--- src/rtl/button_pkg.sv ---
// Shared constants and types for the pushbutton conditioner.
package button_pkg;

    // Default timing at a 50 MHz system clock.
    localparam int DEBOUNCE_10MS_50MHZ = 500_000;
    localparam int REPEAT_DELAY_500MS  = 25_000_000;
    localparam int REPEAT_RATE_100MS   = 5_000_000;

    // Pin polarity selectors.
    localparam bit POL_ACTIVE_LOW  = 1'b1;
    localparam bit POL_ACTIVE_HIGH = 1'b0;

    // Per-button auto-repeat state.
    typedef enum logic [1:0] {
        IDLE   = 2'd0,
        DELAY  = 2'd1,
        REPEAT = 2'd2
    } rpt_state_e;

    // Larger of two integers, used to size the shared repeat counter.
    function automatic int max_int(input int a, input int b);
        return (a > b) ? a : b;
    endfunction

endpackage

--- src/rtl/button_channel.sv ---
// One pushbutton: polarity fix, 2-flop synchronizer, debounce, edge
// pulses and optional hold-to-repeat.
module button_channel
    import button_pkg::*;
#(
    parameter bit ACTIVE_LOW      = POL_ACTIVE_LOW,
    parameter int DEBOUNCE_CYCLES = DEBOUNCE_10MS_50MHZ,
    parameter int REPEAT_DELAY    = REPEAT_DELAY_500MS,
    parameter int REPEAT_RATE     = REPEAT_RATE_100MS
) (
    input  logic clk,
    input  logic reset,
    input  logic repeat_en_i,
    input  logic btn_raw_i,
    output logic btn_level_o,
    output logic btn_press_o,
    output logic btn_release_o,
    output logic btn_repeating_o
);

    localparam int DB_W = $clog2(DEBOUNCE_CYCLES);
    localparam int RW   = $clog2(max_int(REPEAT_DELAY, REPEAT_RATE));

    localparam logic [DB_W-1:0] DB_LAST  = DB_W'(DEBOUNCE_CYCLES - 1);
    localparam logic [RW-1:0]   DLY_LOAD = RW'(REPEAT_DELAY - 1);
    localparam logic [RW-1:0]   RPT_LOAD = RW'(REPEAT_RATE - 1);

    logic            raw_act;
    logic            sync1_q, sync2_q;
    logic            level_q;
    logic [DB_W-1:0] db_cnt_q;
    logic            accept, rise, fall;

    rpt_state_e      state_q;
    logic [RW-1:0]   rpt_cnt_q;
    logic            press_q, release_q, repeating_q;

    // Normalise so that 1 always means pressed; reset value 0 is "released".
    assign raw_act = ACTIVE_LOW ? ~btn_raw_i : btn_raw_i;

    // Two-stage synchronizer for the asynchronous pin.
    always_ff @(posedge clk or posedge reset) begin
        if (reset) begin
            sync1_q <= 1'b0;
            sync2_q <= 1'b0;
        end else begin
            sync1_q <= raw_act;
            sync2_q <= sync1_q;
        end
    end

    // The new level is accepted on the edge where the counter has already
    // seen DEBOUNCE_CYCLES-1 mismatching cycles and the mismatch persists.
    assign accept = (sync2_q != level_q) && (db_cnt_q == DB_LAST);
    assign rise   = accept && !level_q;
    assign fall   = accept &&  level_q;

    // Debounce: count consecutive mismatching cycles, any match restarts.
    always_ff @(posedge clk or posedge reset) begin
        if (reset) begin
            level_q  <= 1'b0;
            db_cnt_q <= '0;
        end else if (sync2_q == level_q) begin
            db_cnt_q <= '0;
        end else if (accept) begin
            level_q  <= ~level_q;
            db_cnt_q <= '0;
        end else begin
            db_cnt_q <= db_cnt_q + 1'b1;
        end
    end

    // Edge pulses and repeat FSM. A falling level always wins over a repeat
    // tick landing on the same cycle, so no pulse follows the release.
    always_ff @(posedge clk or posedge reset) begin
        if (reset) begin
            state_q     <= IDLE;
            rpt_cnt_q   <= '0;
            press_q     <= 1'b0;
            release_q   <= 1'b0;
            repeating_q <= 1'b0;
        end else begin
            press_q   <= rise;
            release_q <= fall;
            case (state_q)
                IDLE: begin
                    repeating_q <= 1'b0;
                    if (rise && repeat_en_i) begin
                        state_q   <= DELAY;
                        rpt_cnt_q <= DLY_LOAD;
                    end
                end
                DELAY: begin
                    if (fall) begin
                        state_q     <= IDLE;
                        repeating_q <= 1'b0;
                    end else if (rpt_cnt_q == '0) begin
                        state_q     <= REPEAT;
                        press_q     <= 1'b1;
                        repeating_q <= 1'b1;
                        rpt_cnt_q   <= RPT_LOAD;
                    end else begin
                        rpt_cnt_q <= rpt_cnt_q - 1'b1;
                    end
                end
                REPEAT: begin
                    if (fall) begin
                        state_q     <= IDLE;
                        repeating_q <= 1'b0;
                    end else if (rpt_cnt_q == '0) begin
                        press_q   <= 1'b1;
                        rpt_cnt_q <= RPT_LOAD;
                    end else begin
                        rpt_cnt_q <= rpt_cnt_q - 1'b1;
                    end
                end
                default: begin
                    state_q     <= IDLE;
                    repeating_q <= 1'b0;
                end
            endcase
        end
    end

    assign btn_level_o     = level_q;
    assign btn_press_o     = press_q;
    assign btn_release_o   = release_q;
    assign btn_repeating_o = repeating_q;

endmodule

--- src/rtl/button_conditioner.sv ---
// Conditions the raw timer pushbuttons into clean level, press, release
// and auto-repeat events; one independent channel per button.
module button_conditioner
    import button_pkg::*;
#(
    parameter int                 NUM_BTN         = 3,
    parameter bit                 ACTIVE_LOW      = POL_ACTIVE_LOW,
    parameter int                 DEBOUNCE_CYCLES = DEBOUNCE_10MS_50MHZ,
    parameter int                 REPEAT_DELAY    = REPEAT_DELAY_500MS,
    parameter int                 REPEAT_RATE     = REPEAT_RATE_100MS,
    parameter logic [NUM_BTN-1:0] REPEAT_MASK     = NUM_BTN'(3'b010)
) (
    input  logic               clk,
    input  logic               reset,
    input  logic [NUM_BTN-1:0] btn_raw,
    output logic [NUM_BTN-1:0] btn_level,
    output logic [NUM_BTN-1:0] btn_press,
    output logic [NUM_BTN-1:0] btn_release,
    output logic [NUM_BTN-1:0] btn_repeating
);

    for (genvar i = 0; i < NUM_BTN; i++) begin : g_ch
        button_channel #(
            .ACTIVE_LOW      (ACTIVE_LOW),
            .DEBOUNCE_CYCLES (DEBOUNCE_CYCLES),
            .REPEAT_DELAY    (REPEAT_DELAY),
            .REPEAT_RATE     (REPEAT_RATE)
        ) u_ch (
            .clk             (clk),
            .reset           (reset),
            .repeat_en_i     (REPEAT_MASK[i]),
            .btn_raw_i       (btn_raw[i]),
            .btn_level_o     (btn_level[i]),
            .btn_press_o     (btn_press[i]),
            .btn_release_o   (btn_release[i]),
            .btn_repeating_o (btn_repeating[i])
        );
    end

endmodule

--- config.mk ---
export PLATFORM = sky130hd
export DESIGN_NAME = button_conditioner
export DESIGN_NICKNAME = d
export VERILOG_FILES = /design/src/rtl/button_pkg.sv /design/src/rtl/button_channel.sv /design/src/rtl/button_conditioner.sv
export SDC_FILE = /design/constraint.sdc
export NUM_CORES = 1
export LEC_CHECK = 0
export CORE_MARGIN = 2
export CORE_UTILIZATION = 35
export DETAILED_ROUTE_END_ITERATION = 8
export DONT_BUFFER_PORTS = 1
export GPL_TIMING_DRIVEN = 0
export PLACE_DENSITY = 0.61
export SKIP_LAST_GASP = 1
export SLEW_MARGIN = 20
export SYNTH_ARGS = -nofsm -noshare
export SYNTH_HDL_FRONTEND = slang
export SYNTH_HIERARCHICAL = 1
export SYNTH_SLANG_ARGS = --single-unit
--- constraint.sdc ---
create_clock -name clk -period 3.2 [get_ports clk]
set_input_delay 0.48 -clock clk [delete_from_list [all_inputs] [get_ports clk]]
set_output_delay 0.48 -clock clk [all_outputs]
set_load 0.02 [all_outputs]
Word level (Yosys, flattened, before mapping)
Index checks and enable logic that the tools add are counted.
- flip-flop bits (word level): 156
- bitwise operators: 13
- reduce and logical (&&, ||, !) cells: 34
- add/sub/neg operators: 6
- multiplexer cells: 46
- equality and inequality tests: 23
- operator list (cell ; number):
    2-to-1 mux 25 bit ; 5
    2-to-1 mux 19 bit ; 6
    zero test 25 bit ; 3
    subtractor 25 x 1 -> 25 bit, second input constant ; 3
    adder 19 x 1 -> 19 bit, second input constant ; 3
    == test 19 bit, second input constant ; 3
    case mux 25 bit (2 select lines) ; 1
    2-to-1 mux 2 bit ; 10
    2-to-1 mux 1 bit ; 18
    case mux 2 bit (3 select lines) ; 3
    AND reduction 2 bit ; 8
    inverter 1 bit ; 13
    AND reduction 3 bit ; 4
    logical AND 1 bit ; 9
    inequality test 3 x 1 -> 1 bit, second input constant ; 3
    inequality test 2 x 1 -> 1 bit, second input constant ; 4
    == test 2 x 1 -> 1 bit, second input constant ; 3
    == test 2 bit, second input constant ; 3
    zero test 2 bit ; 3
    case mux 1 bit (2 select lines) ; 3
    OR reduction 2 bit ; 3
    == test 1 bit ; 3
    zero test 1 bit ; 3
    inequality test 1 bit ; 3
    2 further kinds ; 2

Longest topological paths before layout
Gate-level depths: netlist (run 1).
- depth after elaboration: 6
- gate-level depth with buffers: 10
- gate-level depth less buffers: 8

Hierarchy
The synthesis (run 1) kept the hierarchy.
- by module, submodules not included (module ; cells an instance ; times used ; area an instance (um^2)):
    button_channel at g_ch[0].u_ch ... ; 302 ; 2 ; 2862.7
    button_channel at g_ch[2].u_ch ; 330 ; 1 ; 3130.5
    button_conditioner ; 2 ; 1 ; 7.5

Worst setup path before layout (run 1)
No wires, ideal clock.
- path type: reg2reg
- start: reg g_ch[0].u_ch.rpt_cnt_q[0]
- end: reg g_ch[0].u_ch.rpt_cnt_q[23]
- arrival: 2011 ps
- data required time: 3078 ps
- stages on the path, launching flop included: 10
- period minus slack after synthesis: 2133 ps
- slack: 1067 ps
- path buffers: 2
- path through: dfrtp_1 inv_1 ha_1 or3b_1 clkbuf_1 nor4_4 nand3_2 and3_1 buf_6 a32o_1
- word-level cells in the longest chain between the ends: 2
- ends and longest elaborated chain (what ; RTL line ; RTL):
    start: declaration ; button_channel.sv:35 ; logic [RW-1:0] rpt_cnt_q;
    start signal: assignment ; button_channel.sv:103 ; rpt_cnt_q <= rpt_cnt_q - 1'b1;
    start signal: assignment ; button_channel.sv:114 ; rpt_cnt_q <= rpt_cnt_q - 1'b1;
    subtractor 25 x 1 -> 25 bit / zero test 25 bit (equally long branches) ; - ;
    2-to-1 mux 25 bit * ; button_channel.sv:97, button_channel.sv:110 ;
Every way passes the cells marked *; elsewhere a longest branch is shown, timed or not.
A chain may end at the register's enable or synchronous reset.

Worst setup path in the final report (run 1)
- start: reg g_ch[0].u_ch.rpt_cnt_q[0]
- end: reg g_ch[0].u_ch.rpt_cnt_q[6]
Same word-level chain as after synthesis.

==> flow_summary_export.csv, run 1 <==
group,metric,value,unit
synthesis,synth_area_leaders,"dfrtp_1, nor2_1, nor3_1",
critical_path,cpMostUsedCell,"nand3_2",
route,vias,6993,
worst_hold_path,hold_class,"primary input to async pin",
critical_path,r2r-end,"g_ch[0].u_ch/rpt_cnt_q[6]$_DFFE_PP0P_",
run,max_cap_viol_count,0,
final_layout,nets,982,
timing,period_share,0.788,
die,core.rowCount,58,
place,io_buffers,0,
critical_path,cp.required,3.51,ns
place,place_ws,0.671,ns
critical_path,startpoint_type,"flip-flop",
die,die_h,163,um
timing,rsz0062_at_grt,"no",
critical_path,crit_chain,"inv_1, ha_1, or3b_1, clkbuf_1, nor4_4, nand3_2, nand3_2, buf_4, o21ai_0, a22o_1",
clocking,cts_hold_buffers,0,
synthesis,ys_top_cells_by_count,"dfrtp_1, nor2_1, nand2_1, nor3_1, inv_1",
clocking,cts.path.max_buffers,2,
clocking,clkTransAtPathRegs,0.06,ns
timing,finalWorstSetupSlack,0.678,ns
synthesis,synth-main-ff-cell,"dfrtp_1",
synthesis,syn_area_per_cell,9.47,um^2
final_layout,diodes,0,
clocking,worstSkewPairLatency,0.43,ns
final_layout,seqCellArea,3900,um^2
critical_path,setup.worst_path.start,"g_ch[0].u_ch/rpt_cnt_q[0]$_DFFE_PP0P_",
global_routing,antenna_found_initial,0,
synthesis,synth_edf_count,0,
clocking,post_cts_resized,0,
route,drt_first_pass_iters,5,
place,post_dp_cell_area,9310,um^2
route,vias_per_cell,5.36,
critical_path,critPathCaptureType,"flip-flop",
synthesis,synth_seq_area_share,0.440,
power,netSwitchingPower,0.00104,W
clocking,tritoncts,"built",
synthesis,yosys_warnings,6,
synthesis,synth_most_common_cell,"dfrtp_1",
global_routing,grt_first_pass_wirelength,33300,um
critical_path,crit_slowest_cell,"dfrtp_1",
synthesis,synthDistinctLibCells,88,
synthesis,synth_area,8860,um^2
timing,fin_skew,0.0110,ns
critical_path,worstRegToRegCells,10,
timing,max_freq,0.396,GHz
die,initial_core_util,0.354,
power,p_seq_frac,0.492,
final_layout,final_util,0.393,
timing,tns,0,ns
status,outcome,"finished clean",
clocking,postCtsSetupRepairBufs,0,
final_layout,fin_cells,1305,
synthesis,ys_ff_latch,156,
critical_path,cp_max_fo,10,
clocking,cts_root_buffer,"clkbuf_16",
critical_path,r2r_slack,0.68,ns
die,die_w,163,um
clocking,numCtsBuffers,17,
place,place_congestion,0.792,
route,drtAntennaViolNets,0,
place,dp_cells,1273,
critical_path,critPathKind,"flip-flop to flip-flop",
synthesis,netlist_instances,936,
critical_path,cp.arrival,2.83,ns
timing,fin_crit,2.52,ns
clocking,cts_max_level,4,
power,swShare,0.247,
power,pwr-share-clk,0.439,
final_layout,area_delta_synth_final,11.1,%
power,pwr-share-comb,0.068,
timing,setup_violations,0,
synthesis,postSynth.asyncResetShare,1.00,
die,core-area,25000,um^2
route,drc,0,
global_routing,grt_start_max_net_pins,53,
timing,hold_viol,0,
power,powerDensity,428,nW/um^2
clocking,clock_sinks,156,
power,vdd_drop_max,265,uV
die,dieArea,26600,um^2
final_layout,drive_above_1_share,0.113,
timing,maxSlewHeadroom,0.481,
die,io-pin-count,17,
route,wire_per_inst,14.6,um
route,drt-initial-drc-count,510,
final_layout,fin_area,9850,um^2
timing,slew_violations,0,
global_routing,track_usage,0.154,
critical_path,crit_path_max_incr_delay,0.41,ns
final_layout,multi_input_area,4600,um^2
global_routing,overflow,0,
final_layout,layout.filler_cells,2493,
global_routing,grt_pass1_vias,6839,
route,wirelength,19100,um
timing,worst_slew_pin_slew,0.774,ns
place,dp_hpwl,13100,um
power,p_leak,4.07,nW
synthesis,netlist.area_leader.share,0.440,
power,p_int,0.00317,W
critical_path,reg2reg_from,"g_ch[0].u_ch/rpt_cnt_q[0]$_DFFE_PP0P_",
synthesis,synth_largest_area_cell,"dfrtp_1",
placed cells by master (no fill, tap or decap), types with 7 or more instances in the layout:
master,instances
a21o_1,8
a21oi_1,43
a22o_1,11
a311oi_2,8
and3_1,22
and4_1,10
buf_2,11
buf_6,7
clkbuf_1,8
clkbuf_16,17
conb_1,9
dfrtp_1,156
ha_1,15
inv_1,48
nand2_1,58
nand2b_1,12
nand3_1,36
nand4_1,14
nor2_1,113
nor3_1,58
nor4_1,20
o21ai_0,28
o21ai_1,21
o31ai_1,8
or3_1,15
or4_1,7
xnor2_1,27
xor2_1,27
registers in the layout, summed over array words and instances, names as in the netlist:
| name | count |
|---|---|
| g_ch.u_ch/rpt_cnt_q | 75 |
| g_ch.u_ch/db_cnt_q | 57 |
| g_ch.u_ch/state_q | 6 |
| g_ch.u_ch/btn_level_o | 3 |
| g_ch.u_ch/btn_press_o | 3 |
| g_ch.u_ch/btn_release_o | 3 |
| g_ch.u_ch/btn_repeating_o | 3 |
| g_ch.u_ch/sync1_q | 3 |
| g_ch.u_ch/sync2_q | 3 |
routing by layer:
| layer | up-vias | routed length [um] | part of all wire | global-route usage |
|---|---|---|---|---|
| met5 | - | 0 | 0 | 0 |
| met1 | 3387 | 9340 | 0.49 | 0.205 |
| met3 | 26 | 493 | 0.026 | 0.0259 |
| met4 | 0 | 326 | 0.017 | 0.0571 |
| met2 | 104 | 8900 | 0.47 | 0.250 |
| li1 | 3476 | - | - | - |
layout make-up:
| class | instances | area share |
|---|---|---|
| multi-input cells | 706 | 0.467 |
| flip-flops and latches | 156 | 0.396 |
| clock buffers | 22 | 0.0481 |
| well taps | 330 | 0.0419 |
| inverters | 51 | 0.0202 |
| plain buffers | 30 | 0.0198 |
| clock inverters | 10 | 0.00661 |
worst max path at each step:
stage                                                   endpoint  slack (ns)
after floorplan           g_ch[0].u_ch/rpt_cnt_q[23]$_DFFE_PP0P_        1.07
after global placement    g_ch[0].u_ch/rpt_cnt_q[19]$_DFFE_PP0P_        0.71
after detailed placement  g_ch[2].u_ch/rpt_cnt_q[10]$_DFFE_PP0P_        0.67
after CTS                 g_ch[0].u_ch/rpt_cnt_q[19]$_DFFE_PP0P_        0.68
after global routing      g_ch[0].u_ch/rpt_cnt_q[19]$_DFFE_PP0P_        0.46
final                      g_ch[0].u_ch/rpt_cnt_q[6]$_DFFE_PP0P_        0.68
stage by stage:
stage                     hold WS (ns)  power [W]
after floorplan                  0.331    0.00233
after global placement           0.335    0.00239
after detailed placement         0.341    0.00240
after CTS                       0.0388    0.00428
after global routing            0.0753    0.00443
final                           0.0246    0.00421
power groups by stage:
stage               Combinational, W  Sequential, W  Clock [W]
finish                      0.000287        0.00208    0.00185
global route                0.000330        0.00208    0.00202
CTS                         0.000290        0.00207    0.00191
detailed placement          0.000289        0.00211          0
global placement            0.000285        0.00211          0
floorplan                   0.000228        0.00210          0
cell families after synthesis:
| group | count (synthesis) | synth area share |
|---|---|---|
| simple gates | 427 | 0.277 |
| fa+ha+maj | 15 | 0.0212 |
| mux | 5 | 0.00565 |
| buf+inv | 81 | 0.0436 |
| other cells | 2 | 0.000847 |
| compound gates | 196 | 0.158 |
| xor+xnor | 54 | 0.0534 |
| flops | 156 | 0.440 |
critical path: cells and delay by family, from the launching register on:
| kind | cells | cell delay, ns |
|---|---|---|
| AO/OA/AOI/OAI | 2 | 0.31 |
| adder cells (fa/ha/maj) | 1 | 0.18 |
| buffers and inverters | 3 | 0.47 |
| flip-flops | 1 | 0.41 |
| AND/OR/NAND/NOR | 4 | 1.04 |
No activity file was read; power rests on OpenSTA's default activity.
==> run 2, diff against run 1 <==
==> constraint.sdc (replaced) <==
create_clock -name clk -period 2.49 [get_ports clk]
set_input_delay 0.3735 -clock clk [delete_from_list [all_inputs] [get_ports clk]]
set_output_delay 0.3735 -clock clk [all_outputs]
set_load 0.02 [all_outputs]
==> run 2 against run 1 <==
Via count is 1.1% higher. Clock power is 29% higher. Cell count is 0.92% higher. Critical path type unchanged. Critical endpoint is now g_ch[0].u_ch/state_q[1]$_DFFE_PP0P_. Largest power group unchanged.
==> flow_summary_export.csv, run 2 (synthesized netlist as in run 1, its figures left out) <==
group,metric,value,unit
critical_path,critPathKind,"flip-flop to flip-flop",
critical_path,startpoint_type,"flip-flop",
final_layout,drive_above_1_share,0.137,
die,initial_core_util,0.354,
power,p_int,0.00409,W
die,io-pin-count,17,
power,p_total,0.00544,W
route,drt-initial-drc-count,487,
global_routing,grt_start_max_net_pins,53,
power,swShare,0.249,
global_routing,antenna_found_initial,0,
final_layout,nets,994,
route,drt_first_pass_iters,5,
timing,maxSlewHeadroom,0.534,
clocking,cts_max_level,4,
die,die_w,163,um
timing,slew_violations,0,
final_layout,fin_area,10100,um^2
clocking,clock_sinks,156,
timing,max_freq,0.417,GHz
place,post_dp_cell_area,9310,um^2
power,pwr-share-clk,0.439,
critical_path,critPathCaptureType,"flip-flop",
clocking,tritoncts,"built",
critical_path,cp_max_fo,10,
place,io_buffers,0,
critical_path,r2r_slack,0.09,ns
clocking,numCtsBuffers,17,
final_layout,reg.largest.list,"g_ch.u_ch/rpt_cnt_q: 75 flops, g_ch.u_ch/db_cnt_q: 57 flops, g_ch.u_ch/state_q: 6 flops",
place,dp_hpwl,13100,um
timing,fin_skew,0.0115,ns
place,place_congestion,0.792,
power,netSwitchingPower,0.00135,W
clocking,worstSkewPairLatency,0.43,ns
route,vias,7071,
final_layout,diodes,0,
die,core.rowCount,58,
timing,period_share,0.963,
final_layout,layout.filler_cells,2480,
final_layout,largest-register,"g_ch.u_ch/rpt_cnt_q",
status,outcome,"finished clean",
global_routing,track_usage,0.154,
run,max_cap_viol_count,0,
route,wire_per_inst,14.7,um
final_layout,area_delta_synth_final,13.4,%
clocking,clkTransAtPathRegs,0.06,ns
route,wirelength,19300,um
timing,fin_crit,2.40,ns
route,vias_per_cell,5.37,
timing,rsz0062_at_grt,"yes",
power,pwr-share-comb,0.070,
die,dieArea,26600,um^2
power,vdd_drop_max,341,uV
timing,finalWorstSetupSlack,0.0914,ns
route,drc,0,
clocking,cts.path.max_buffers,2,
power,powerDensity,541,nW/um^2
timing,tns,0,ns
worst_hold_path,hold_class,"primary input to flip-flop",
power,p_seq_frac,0.491,
global_routing,grt_pass1_vias,6833,
die,core-area,25000,um^2
final_layout,layout_common_cells,"dfrtp_1, nor2_1, nor3_1, nand2_1, inv_1",
power,p_leak,4.14,nW
critical_path,cp.required,2.83,ns
global_routing,grt_first_pass_wirelength,33300,um
final_layout,largest_reg_flops,75,
timing,hold_viol,0,
final_layout,final_util,0.402,
global_routing,overflow,0,
timing,worst_slew_pin_slew,0.694,ns
die,die_h,163,um
final_layout,final_common_cell,"dfrtp_1",
place,place_ws,-0.0390,ns
timing,setup_violations,0,
clocking,cts_root_buffer,"clkbuf_16",
critical_path,cp.arrival,2.74,ns
route,drtAntennaViolNets,0,
run 2: worst max-delay path, cell delays in order, from the launching register on:
cell and delay, ns:
dfrtp_1 0.41, inv_1 0.07, ha_1 0.18, or3b_4 0.44
nor4_4 0.35, nand3_2 0.20, clkbuf_4 0.26, nor4b_2 0.25
mux2i_1 0.09, o31ai_1 0.07
run 2: metal layers:
layer  global-route usage  share of wire
met4               0.0559          0.013
met2                0.251           0.47
met3               0.0254          0.026
met5                    0              0
met1                0.205           0.49
run 2: what timing repair did:
| action | 4_1_cts | 5_1_grt |
|---|---|---|
| hold buffers | 2 | 1 |
| hold endpoints to repair | 157 | 1 |
| buffers inserted | 0 | 11 |
| endpoints found under the setup margin | 5 | 67 |
| resized for setup | 2 | 18 |
| pin swaps | 1 | 3 |
run 2: final timing paths:
| path | to | from | cells past startpoint |
|---|---|---|---|
| setup reg to reg | g_ch[0].u_ch/state_q[1]$_DFFE_PP0P_ | g_ch[0].u_ch/rpt_cnt_q[0]$_DFFE_PP0P_ | 9 |
| min in group asynchronous | g_ch[0].u_ch/state_q[1]$_DFFE_PP0P_ | reset | 2 |
| hold reg to reg | g_ch[1].u_ch/sync2_q$_DFF_PP0_ | g_ch[1].u_ch/sync1_q$_DFF_PP0_ | 0 |
| max in group asynchronous | g_ch[2].u_ch/db_cnt_q[11]$_DFF_PP0_ | reset | 2 |
| setup / recovery | g_ch[0].u_ch/state_q[1]$_DFFE_PP0P_ | g_ch[0].u_ch/rpt_cnt_q[0]$_DFFE_PP0P_ | 9 |
| hold / removal | g_ch[0].u_ch/sync1_q$_DFF_PP0_ | btn_raw[0] | 1 |
run 2: metrics by stage:
step                      cells  hold slack (ns)
after CTS                  1307         0.000985
after global placement     1273            0.335
after floorplan             943            0.331
after global routing       1317         0.000558
after detailed placement   1273            0.341
final                      1317           0.0180
run 2: power by group through the flow:
stage,combinational [W],clock (W),sequential (W)
floorplan,0.000294,0,0.00270
global placement,0.000366,0,0.00271
detailed placement,0.000371,0,0.00271
CTS,0.000378,0.00246,0.00267
global route,0.000438,0.00259,0.00268
finish,0.000383,0.00239,0.00267
run 2: cell type report:
type                            count  area (um^2)  area share
Multi-Input combinational cell    706         4690       0.467
Inverter                           51          199      0.0198
Timing Repair Buffer               14          113      0.0112
Clock inverter                     10         65.1     0.00647
Clock buffer                       22          474      0.0472
Sequential cell                   156         3900       0.388
Buffer                             28          194      0.0193
Tap cell                          330          413      0.0411
==> run 3, diff against run 2 <==
--- a/config.mk
+++ b/config.mk
@@ -6,11 +6,13 @@
 export NUM_CORES = 1
 export LEC_CHECK = 0
 export CORE_MARGIN = 2
-export CORE_UTILIZATION = 35
+export CORE_UTILIZATION = 49
+export CTS_CLUSTER_SIZE = 30
 export DETAILED_ROUTE_END_ITERATION = 8
 export DONT_BUFFER_PORTS = 1
 export GPL_TIMING_DRIVEN = 0
-export PLACE_DENSITY = 0.61
+export MAX_ROUTING_LAYER = met4
+export PLACE_DENSITY = 0.76
 export SKIP_LAST_GASP = 1
 export SLEW_MARGIN = 20
 export SYNTH_ARGS = -nofsm -noshare
==> run 3 against run 2 <==
Critical path depth is 2 lower. Wire length is 2.9% lower. Critical path type unchanged. Register-to-register slack better by 0.04 ns. Largest power group unchanged. Global-route usage is 5.2 points higher. Critical endpoint is now g_ch[0].u_ch/rpt_cnt_q[22]$_DFFE_PP0P_. Count of clock-buffer cells in the layout is 2 lower.
==> flow_summary_export.csv, run 3 (synthesized netlist as in run 1, its figures left out) <==
group,metric,value,unit
critical_path,cpMostUsedCell,"nand3_2",
clocking,cts_root_buffer,"clkbuf_16",
power,pwr-share-comb,0.070,
critical_path,crit_family,"simple AND/OR/NAND/NOR gates",
clocking,clock_sinks,156,
worst_hold_path,hold_class,"flip-flop to flip-flop",
clocking,numCtsBuffers,17,
critical_path,cp_max_fo,10,
timing,hold_viol,0,
critical_path,critPathCaptureType,"flip-flop",
critical_path,r2r_slack,0.13,ns
route,vias_per_cell,5.88,
die,dieArea,19200,um^2
die,core-area,17800,um^2
timing,tns,0,ns
final_layout,nets,991,
place,io_buffers,0,
route,wire_per_inst,15.5,um
timing,finalWorstSetupSlack,0.131,ns
critical_path,crit_slowest_cell,"or4_1",
global_routing,overflow,0,
timing,period_share,0.947,
power,netSwitchingPower,0.00134,W
status,outcome,"finished clean",
power,vdd_drop_max,511,uV
timing,fin_crit,2.36,ns
power,p_total,0.00557,W
route,drt-initial-drc-count,503,
critical_path,reg2reg_from,"g_ch[0].u_ch/rpt_cnt_q[16]$_DFFE_PP0P_",
die,core.rowCount,49,
power,p_int,0.00423,W
place,place_ws,-0.0684,ns
final_layout,largest-register,"g_ch.u_ch/rpt_cnt_q",
critical_path,crit_end,"g_ch[0].u_ch/rpt_cnt_q[22]$_DFFE_PP0P_",
power,pwr-share-clk,0.451,
clocking,worstSkewPairLatency,0.42,ns
power,p_seq_frac,0.479,
timing,worst_slew_pin_slew,0.737,ns
global_routing,antenna_found_initial,0,
final_layout,seqCellArea,3900,um^2
timing,hold_ws,0.346,ns
critical_path,startpoint_type,"flip-flop",
die,die_h,138,um
die,initial_core_util,0.497,
critical_path,crit_path_max_incr_delay,0.65,ns
place,dp_hpwl,13000,um
global_routing,grt_first_pass_wirelength,32200,um
critical_path,r2r-end,"g_ch[0].u_ch/rpt_cnt_q[22]$_DFFE_PP0P_",
final_layout,drive_above_1_share,0.126,
route,drc,0,
final_layout,layout_common_cells,"dfrtp_1, nor2_1, nand2_1",
global_routing,grt_pass1_vias,6735,
critical_path,cp.arrival,2.68,ns
timing,fin_skew,0.0120,ns
final_layout,reg.largest.list,"g_ch.u_ch/rpt_cnt_q: 75 flops, g_ch.u_ch/db_cnt_q: 57 flops, g_ch.u_ch/state_q: 6 flops",
final_layout,area_delta_synth_final,11.9,%
timing,max_freq,0.424,GHz
final_layout,largest_reg_flops,75,
final_layout,layout.filler_cells,1551,
critical_path,cp.required,2.81,ns
clocking,cts_max_level,4,
final_layout,multi_input_area,4650,um^2
critical_path,critPathKind,"flip-flop to flip-flop",
run,max_cap_viol_count,0,
global_routing,track_usage,0.206,
place,dp_cells,1175,
power,swShare,0.240,
die,io-pin-count,17,
timing,slew_violations,0,
clocking,tritoncts,"built",
final_layout,final_common_cell,"dfrtp_1",
final_layout,diodes,0,
critical_path,worstRegToRegCells,7,
route,drt_first_pass_iters,6,
power,powerDensity,562,nW/um^2
critical_path,path_depth,7,
critical_path,worst-path-buf-inv,1,
route,wirelength,18800,um
timing,setup_violations,0,
clocking,clkTransAtPathRegs,0.06,ns
global_routing,grt_start_max_net_pins,33,
timing,maxSlewHeadroom,0.506,
critical_path,crit_chain,"or4_1, nor3_2, nand3_2, nand3_2, buf_4, nor3_1, a311oi_2",
route,drtAntennaViolNets,0,
power,p_leak,4.14,nW
place,place_congestion,0.839,
clocking,cts.path.max_buffers,2,
die,die_w,138,um
route,vias,7127,
critical_path,setup.worst_path.start,"g_ch[0].u_ch/rpt_cnt_q[16]$_DFFE_PP0P_",
final_layout,fin_cells,1212,
==> run 3: changes by cell type in the layout (fill, tap and decap cells not counted), sizes merged <==
| cell | before | now |
|---|---|---|
| buf | 33 | 29 |
| bufinv | 0 | 2 |
| clkbuf | 28 | 26 |
| clkinv | 6 | 4 |
| clkinvlp | 3 | 5 |
| dlygate4sd3 | 3 | 4 |
| inv | 52 | 51 |
==> run 3: worst min-delay path by stage <==
stage,startpoint,endpoint,cells past startpoint
floorplan,g_ch[0].u_ch/sync1_q$_DFF_PP0_,g_ch[0].u_ch/sync2_q$_DFF_PP0_,0
global placement,g_ch[2].u_ch/sync1_q$_DFF_PP0_,g_ch[2].u_ch/sync2_q$_DFF_PP0_,0
detailed placement,reset,g_ch[1].u_ch/rpt_cnt_q[0]$_DFFE_PP0P_,1
CTS,g_ch[2].u_ch/sync1_q$_DFF_PP0_,g_ch[2].u_ch/sync2_q$_DFF_PP0_,0
global route,g_ch[1].u_ch/sync1_q$_DFF_PP0_,g_ch[1].u_ch/sync2_q$_DFF_PP0_,0
finish,g_ch[2].u_ch/sync1_q$_DFF_PP0_,g_ch[2].u_ch/sync2_q$_DFF_PP0_,0
==> run 3: cell type report <==
type,instances,share of cell area
well taps,229,0.0289
clock inverters,11,0.0122
flip-flops and latches,156,0.394
plain buffers,28,0.0194
multi-input cells,706,0.468
repair buffers,11,0.0131
inverters,51,0.0193
clock buffers,20,0.0450
==> run 3: power groups by stage <==
stage,registers (W),logic [W],clock network [W]
after floorplan,0.00270,0.000294,0
after global placement,0.00271,0.000359,0
after detailed placement,0.00271,0.000380,0
after CTS,0.00266,0.000389,0.00257
after global routing,0.00268,0.000435,0.00267
final,0.00267,0.000390,0.00251
==> run 3: per-stage QoR <==
stage,utilization,cell area [um^2]
2_1_floorplan,-,8890
3_3_place_gp,0.514,9180
3_5_place_dp,0.518,9240
4_1_cts,0.552,9850
5_1_grt,0.556,9920
6_report,0.556,9920
==> run 3: per-layer routing <==
metal	wire, um	GRT usage	vias to the layer above	share of wire
li1	-	-	3474	-
met1	8940	0.274	3524	0.48
met2	9160	0.324	119	0.49
met3	484	0.0395	10	0.026
met4	174	0.0559	0	0.0093
met5	0	-	-	0
==> run 3: timing repair <==
action                                  CTS  global route
gates cloned                              0             0
endpoints found under the hold margin    72             0
hold buffers                              4             0
endpoints found under the setup margin    2            65
resized for setup                         2            10
pin swaps                                 0             1
buffers inserted                          0             4
